**config.mk**
```make
export PLATFORM = sky130hd
export DESIGN_NAME = regs_sb
export DESIGN_NICKNAME = d
export VERILOG_FILES = /design/src/rtl/regs_sb.sv
export SDC_FILE = /design/constraint.sdc
export NUM_CORES = 2
export LEC_CHECK = 0
export CAP_MARGIN = 10
export CORE_UTILIZATION = 30
export DETAILED_ROUTE_END_ITERATION = 10
export MAX_ROUTING_LAYER = met4
export SYNTH_ARGS = -nofsm -noshare
export SYNTH_HDL_FRONTEND = slang
export SYNTH_SLANG_ARGS = --single-unit
export TNS_END_PERCENT = 30
```
**constraint.sdc**
```tcl
create_clock -name clk -period 4.4 [get_ports clk]
set_clock_uncertainty 0.05 [all_clocks]
set_input_delay 0.88 -clock clk [delete_from_list [all_inputs] [get_ports clk]]
set_output_delay 0.88 -clock clk [all_outputs]
set_load 0.02 [all_outputs]
```
**src/rtl/regs_sb.sv**
```systemverilog
// rtl/regs_sb.sv - register file with writeback bypass and per-register pending-write scoreboard
//
// Purpose: 31 x 32-bit architectural registers (x0 hardwired to zero), two
// combinational read ports with same-cycle writeback bypass, and a 2-bit
// pending-write counter per register that raises hazard_o to stall issue.
//
// Ports:
//   clk, rst_n           clock, asynchronous active-low reset
//   rs1_addr_i/rs2_addr_i read indices from decode
//   rs1_data_o/rs2_data_o read data back to decode (0-cycle latency)
//   issue_valid_i        decode presents an instruction this cycle
//   issue_wen_i          issuing instruction writes rd
//   issue_rd_i           destination of the issuing instruction
//   wb_wen_i/wb_rd_i/wb_data_i  writeback strobe, destination, data
//   hazard_o             stall request; issue is refused while high

module regs_sb (
  input  logic        clk,
  input  logic        rst_n,
  input  logic [4:0]  rs1_addr_i,
  input  logic [4:0]  rs2_addr_i,
  output logic [31:0] rs1_data_o,
  output logic [31:0] rs2_data_o,
  input  logic        issue_valid_i,
  input  logic        issue_wen_i,
  input  logic [4:0]  issue_rd_i,
  input  logic        wb_wen_i,
  input  logic [4:0]  wb_rd_i,
  input  logic [31:0] wb_data_i,
  output logic        hazard_o
);

  // Entry 0 of both arrays is only ever cleared, so x0 reads 0 and never pends.
  logic [31:0] regs_q [32];
  logic [1:0]  cnt_q  [32];
  logic [1:0]  cnt_d  [32];

  logic issue_fire;
  logic inc;
  logic dec;
  logic rs1_busy;
  logic rs2_busy;
  logic rs1_haz;
  logic rs2_haz;
  logic full_haz;

  assign dec        = wb_wen_i & (wb_rd_i != 5'd0);
  assign issue_fire = issue_valid_i & ~hazard_o;
  assign inc        = issue_fire & issue_wen_i & (issue_rd_i != 5'd0);

  // Effective pending count: a writeback retiring this cycle already
  // satisfies one outstanding write, and its data reaches the operand
  // through the bypass.
  always_comb begin
    rs1_busy = (cnt_q[rs1_addr_i] != 2'd0);
    if (dec && (wb_rd_i == rs1_addr_i)) begin
      rs1_busy = (cnt_q[rs1_addr_i] > 2'd1);
    end
    rs2_busy = (cnt_q[rs2_addr_i] != 2'd0);
    if (dec && (wb_rd_i == rs2_addr_i)) begin
      rs2_busy = (cnt_q[rs2_addr_i] > 2'd1);
    end
  end

  assign rs1_haz  = (rs1_addr_i != 5'd0) & rs1_busy;
  assign rs2_haz  = (rs2_addr_i != 5'd0) & rs2_busy;
  // Full test uses the raw count: a retiring writeback does not free a slot
  // for an issue in the same cycle.
  assign full_haz = issue_wen_i & (issue_rd_i != 5'd0) & (cnt_q[issue_rd_i] == 2'd3);
  assign hazard_o = issue_valid_i & (rs1_haz | rs2_haz | full_haz);

  always_comb begin
    rs1_data_o = '0;
    if (rs1_addr_i != 5'd0) begin
      rs1_data_o = (dec && (wb_rd_i == rs1_addr_i)) ? wb_data_i : regs_q[rs1_addr_i];
    end
    rs2_data_o = '0;
    if (rs2_addr_i != 5'd0) begin
      rs2_data_o = (dec && (wb_rd_i == rs2_addr_i)) ? wb_data_i : regs_q[rs2_addr_i];
    end
  end

  always_comb begin
    cnt_d[0] = 2'd0;
    for (int i = 1; i < 32; i++) begin
      cnt_d[i] = cnt_q[i];
      if (inc && (issue_rd_i == 5'(i)) && !(dec && (wb_rd_i == 5'(i)))) begin
        cnt_d[i] = cnt_q[i] + 2'd1;
      end else if (dec && (wb_rd_i == 5'(i)) && !(inc && (issue_rd_i == 5'(i)))
                   && (cnt_q[i] != 2'd0)) begin
        // A writeback with nothing pending is a protocol error: the data is
        // still written below but the counter stays at 0.
        cnt_d[i] = cnt_q[i] - 2'd1;
      end
    end
  end

  always_ff @(posedge clk or negedge rst_n) begin
    if (!rst_n) begin
      for (int i = 0; i < 32; i++) begin
        regs_q[i] <= '0;
        cnt_q[i]  <= 2'd0;
      end
    end else begin
      if (dec) begin
        regs_q[wb_rd_i] <= wb_data_i;
      end
      for (int i = 1; i < 32; i++) begin
        cnt_q[i] <= cnt_d[i];
      end
    end
  end

endmodule
```
* Word-level counts from Yosys, hierarchy flattened
Cells that the tools add are included.
** Storage, ports and cells
- Output and inout bits :: 65
- Bits of input ports :: 57
- Register bits :: 1086
- Word-level logic and storage cells :: 587
** Cells by class
- Reduce and logical (&&, ||, !) cells :: 288
- $lt $le $gt $ge :: 7
- Mux-type cells :: 86
- Bitwise logic cells :: 16
- Equality and inequality tests :: 65
- Add/sub/neg operators :: 62
** Operator list (number)
- 1024-bit bitwise mux :: 1
- 32-bit binary-select mux with 5-bit select :: 2
- 32-bit 2-to-1 mux :: 9
- 32-bit demux with 5-bit select :: 1
- 5-bit == test (second input constant) :: 32
- 1-bit logical AND :: 158
- 2-bit 2-to-1 mux :: 68
- 2-bit nonzero test :: 64
- 5-bit by 4-bit == test with 1-bit output (second input constant) :: 16
- 2-bit by 1-bit adder with 2-bit output (second input constant) :: 31
- 1-bit logical NOT :: 62
- 2-bit by 1-bit subtractor with 2-bit output (second input constant) :: 31
- 5-bit by 3-bit == test with 1-bit output (second input constant) :: 8
- 2-bit binary-select mux with 5-bit select :: 3
- 6-bit greater-or-equal comparator (second input constant) :: 4
- 5-bit inverter with 6-bit output :: 4
- 5-bit by 2-bit == test with 1-bit output (second input constant) :: 4
- 5-bit nonzero test :: 4
- 5-bit by 1-bit == test with 1-bit output (second input constant) :: 2
- 5-bit == test :: 2
- 1-bit AND :: 9
- 6-bit by 1-bit less-than comparator with 1-bit output (second input constant) :: 1
- 2-bit by 1-bit > comparator with 1-bit output (second input constant) :: 2
- 2-bit == test (second input constant) :: 1
- 3 further kinds :: 5

* Longest topological paths before layout
- Word-level depth :: 20
- Mapped depth :: 12
- Gate-level depth less buffers :: 8

* Least setup slack after synthesis
Ideal clock, no wire load.
- Path kind :: input to output
- From :: input rs1_addr_i[0]
- To :: output rs1_data_o[0]
- Stages :: 9
- Buffers on the path :: 5
- Slack :: -0.006 ns
- Arrival time :: 3.476 ns
- Data required time :: 3.470 ns
- Cell sequence :: buf_4 -> buf_6 -> buf_2 -> buf_1 -> buf_2 -> mux4_2 -> mux4_2 -> mux2i_1 -> a211oi_1
** On the way
- Word-level cells in the longest chain between the ends :: 6
- Elaborated cells between the ends (all ways) :: 9
** RTL lines
- from (decl) :: line 20 : input logic [4:0] rs1_addr_i,
- 5-bit inverter with 6-bit output (not written as such) :: line 75 : rs1_data_o = (dec && (wb_rd_i == rs1_addr_i)) ? wb_data_i : regs_q[rs1_addr_i];
- 32-bit binary-select mux with 5-bit select :: line 75
- 32-bit 2-to-1 mux (not written as such) (2 in a row) :: line 75
- 32-bit 2-to-1 mux :: line 75
- 32-bit 2-to-1 mux (*) :: line 74 : if (rs1_addr_i != 5'd0) begin
- to (decl) :: line 22 : output logic [31:0] rs1_data_o,
Mark *: on every way between the ends. The rest lies on a longest branch, timed or not. The select of a mux whose other input is x is not followed.

* Worst setup path in the final report
- From :: input wb_rd_i[2]
- To :: output rs1_data_o[12]
** On the way
- Word-level cells in the longest chain between the ends :: 5
- Elaborated cells between the ends (all ways) :: 6
** RTL lines
- from (decl) :: line 28 : input logic [4:0] wb_rd_i,
- 5-bit nonzero test :: line 47 : assign dec = wb_wen_i & (wb_rd_i != 5'd0);
- 1-bit AND :: line 47
- 1-bit logical AND (*) :: line 75
- 32-bit 2-to-1 mux (*) :: line 75
- 32-bit 2-to-1 mux (*) :: line 74
Mark *: on every way between the ends. The rest lies on a longest branch, timed or not.

==> flow_summary.yaml <==
power_and_ir_drop:
  leakagePower_nw: 30.4
  power_density_mw_per_mm2: 423
  vdd.ir_drop.worst_v: 0.000350
  power_w: 0.0302
synth:
  syn_inst: 4190
  synth_seq_cells: 1086
  synth-async-reset-ratio: 1.00
  syn_area_mm2: 0.0602
  yosys_most_used_dff: "dfrtp_1"
  synth_area_leader_cell: "dfrtp_1"
  synth.distinct_cells: 60
  syn_avg_cell_area_um2: 14.4
  syn_nets: 4247
  synth_top_area_frac: 0.451
  synth_area_leaders: "dfrtp_1 (45%), mux4_2 (25%), mux2_2 (16%), nand2_1 (3.0%), clkbuf_1 (2.3%)"
  ys_seq_area_frac: 0.451
  ys_warn_count: 2
  synth_edf_count: 0
floorplan:
  die_width_um: 450
  core_mm2: 0.200
  fp.dieH_um: 450
  num_rows: 164
  die_area_mm2: 0.203
  io_pins: 122
  start_util: 0.302
detailed_routing:
  post_drt_wl_per_cell_um: 27.5
  vias: 39600
  routed_wl_um: 196000
  ant_nets: 0
  first_pass_iters: 5
  vias_per_cell: 5.57
  drt-initial-drc-count: 3726
  drc: 0
clock_tree:
  cts_tree: "done"
  path_clk_slew_ns: 0.06
  cts_max_path_buffers: 3
  numCtsBuffers: 113
  insertion_delay_ns: 0.75
  clockRootBuffer: "clkbuf_16"
  clock_sinks: 1086
  postCtsHoldBufs: 0
  h-tree-depth: 3
final_layout:
  final_cell_area_mm2: 0.0714
  fin_nets: 4423
  fillers: 18800
  final_cells: 7122
  syn_to_final_growth_pct: 18.6
  drive_above_1_share: 0.507
timing:
  slew_violations: 0
  period_minus_slack_ns: 4.35
  worst_slack_ns: 0.0502
  slew_headroom: 0.333
  timing.final.crit_share: 0.989
  grt_setup_unrepaired: "true"
  worst_pin_slew_ns: 1.00
  finalSetupViolations: 0
  fmax_mhz: 230
  hold_violations: 0
worst_setup_path:
  r2r_cells: 8
  r2r-start: "cnt_q[28]$_DFFE_PN0P_"
  required_ns: 3.47
  end_kind: "primary output"
  cp_max_fo: 17
  cp-start-kind: "primary input"
  critPathLaunch: "wb_rd_i[2]"
  path_class: "primary input to primary output"
  critPathArrivalTime_ns: 3.42
run:
  drv_cap: 0
global_routing:
  grt_pass1_wl_um: 288000
  grt_max_degree: 115
  grt_pass1_vias: 40700
  grt.total_usage: 0.197
  grt-ovfl-total: 0
  grt_antenna_before_repair: 4
placed_design:
  place.port_buffers: 121
  postPlaceCellArea_mm2: 0.0672
  dpl.cell_count: 6889
  pre_cts_ws_ns: -0.702
  place.gp.congestion: 0.876
  hpwl_um: 122000
min_path:
  hp-class: "primary input to asynchronous set/reset pin"
run_status:
  status: "finished, final reports clean"
state kept, by name, summed over array words and instances, names as in the netlist:
| name | cells |
|---|---|
| cnt_q | 62 |
| regs_q | 1024 |
worst paths after layout:
check | end | slack [ns]
worst max-delay path | rs1_data_o[12] | 0.05
worst min-delay path | regs_q[62]$_DFFE_PN0P_ | 0.15
worst max register to register | cnt_q[46]$_DFFE_PN0P_ | 0.67
worst min register to register | regs_q[1018]$_DFFE_PN0P_ | 0.34
max in group asynchronous | regs_q[625]$_DFFE_PN0P_ | 2.85
min in group clk | regs_q[1018]$_DFFE_PN0P_ | 0.34
worst max-delay path, cell delays in order:
cell             delay [ns]
clkdlybuf4s50_1        0.42
or2_4                  0.27
o41ai_4                0.41
buf_4                  0.20
nor4_4                 0.04
nand3_4                0.18
buf_12                 0.19
buf_12                 0.15
nor2_1                 0.05
a211oi_1               0.24
clkdlybuf4s15_1        0.35
synth_stat cells, types with 25 or more instances:
master    count
a211oi_1     67
a21oi_1      25
buf_2        58
clkbuf_1    363
dfrtp_1    1086
mux2_2      871
mux2i_1      81
mux4_2      676
nand2_1     486
nand3_1      51
nor2_1      110
nor2b_1      26
o21ai_0      42
layout by cell type, fill, tap and decap left out, drive strengths merged, types with 34 or more instances in the layout:
cell type      Yosys  routed
mux2i             81      81
nor2             110     110
nor4              35      35
mux2             873     873
mux4             676     676
clkinv             0      34
o21ai             49      49
clkdlybuf4s50      0      46
buf               91     421
a211oi            67      67
dfrtp           1086    1086
nand3             51      51
nand2            486     486
clkbuf           363     178
through the flow:
step                      utilization  TNS (ns)  hold slack (ns)
after floorplan                     -         0            0.391
after global placement          0.337    -40.10            0.327
after detailed placement        0.337    -35.26            0.333
after CTS                       0.356    -0.222            0.157
after global routing            0.358    -0.427            0.186
final                           0.358         0            0.155
what timing repair did:
item | 4_1_cts | 5_1_grt
pin swaps | 1 | 3
cloned | 0 | 5
endpoints found under the setup margin | 65 | 25
buffers inserted | 0 | 13
resized for setup | 70 | 54
kinds of logic (layout without fill, tap and decap cells):
logic type                count (synthesis)  after routing  synth area share
xor gates and xnor gates                 18             18           0.00262
DFF                                    1086           1086             0.451
muxes                                  1630           1630             0.430
and+or+nand+nor                         784            784            0.0623
other                                     0              3                 0
AOI/OAI and AO/OA                       206            206            0.0231
buffers and inverters                   466            739            0.0311
per-layer routing:
| layer | global-route usage | vias up | wire (um) |
|---|---|---|---|
| met1 | 0.255 | 21500 | 80100 |
| met4 | 0.0805 | 0 | 8490 |
| met2 | 0.312 | 1398 | 95400 |
| li1 | - | 16300 | - |
| met3 | 0.0268 | 363 | 11700 |
| met5 | - | - | 0 |
power by group:
part | total [W] | switching [W] | internal, W
combinational | 0.00706 | 0.00285 | 0.00421
sequential | 0.0132 | 0.00137 | 0.0118
clock | 0.00996 | 0.00424 | 0.00572
total | 0.0302 | 0.00845 | 0.0218
final cells by class:
| class | count | area [um^2] | area share |
|---|---|---|---|
| clock buffers | 163 | 3340 | 0.0467 |
| flip-flops and latches | 1086 | 27200 | 0.380 |
| repair buffers | 515 | 5470 | 0.0766 |
| diodes | 3 | 7.51 | 0.000105 |
| clock inverters | 49 | 483 | 0.00676 |
| well taps | 2656 | 3320 | 0.0465 |
| multi-input cells | 2638 | 31600 | 0.442 |
| inverters | 12 | 46.3 | 0.000648 |
Power figures use the tool's default switching activity.
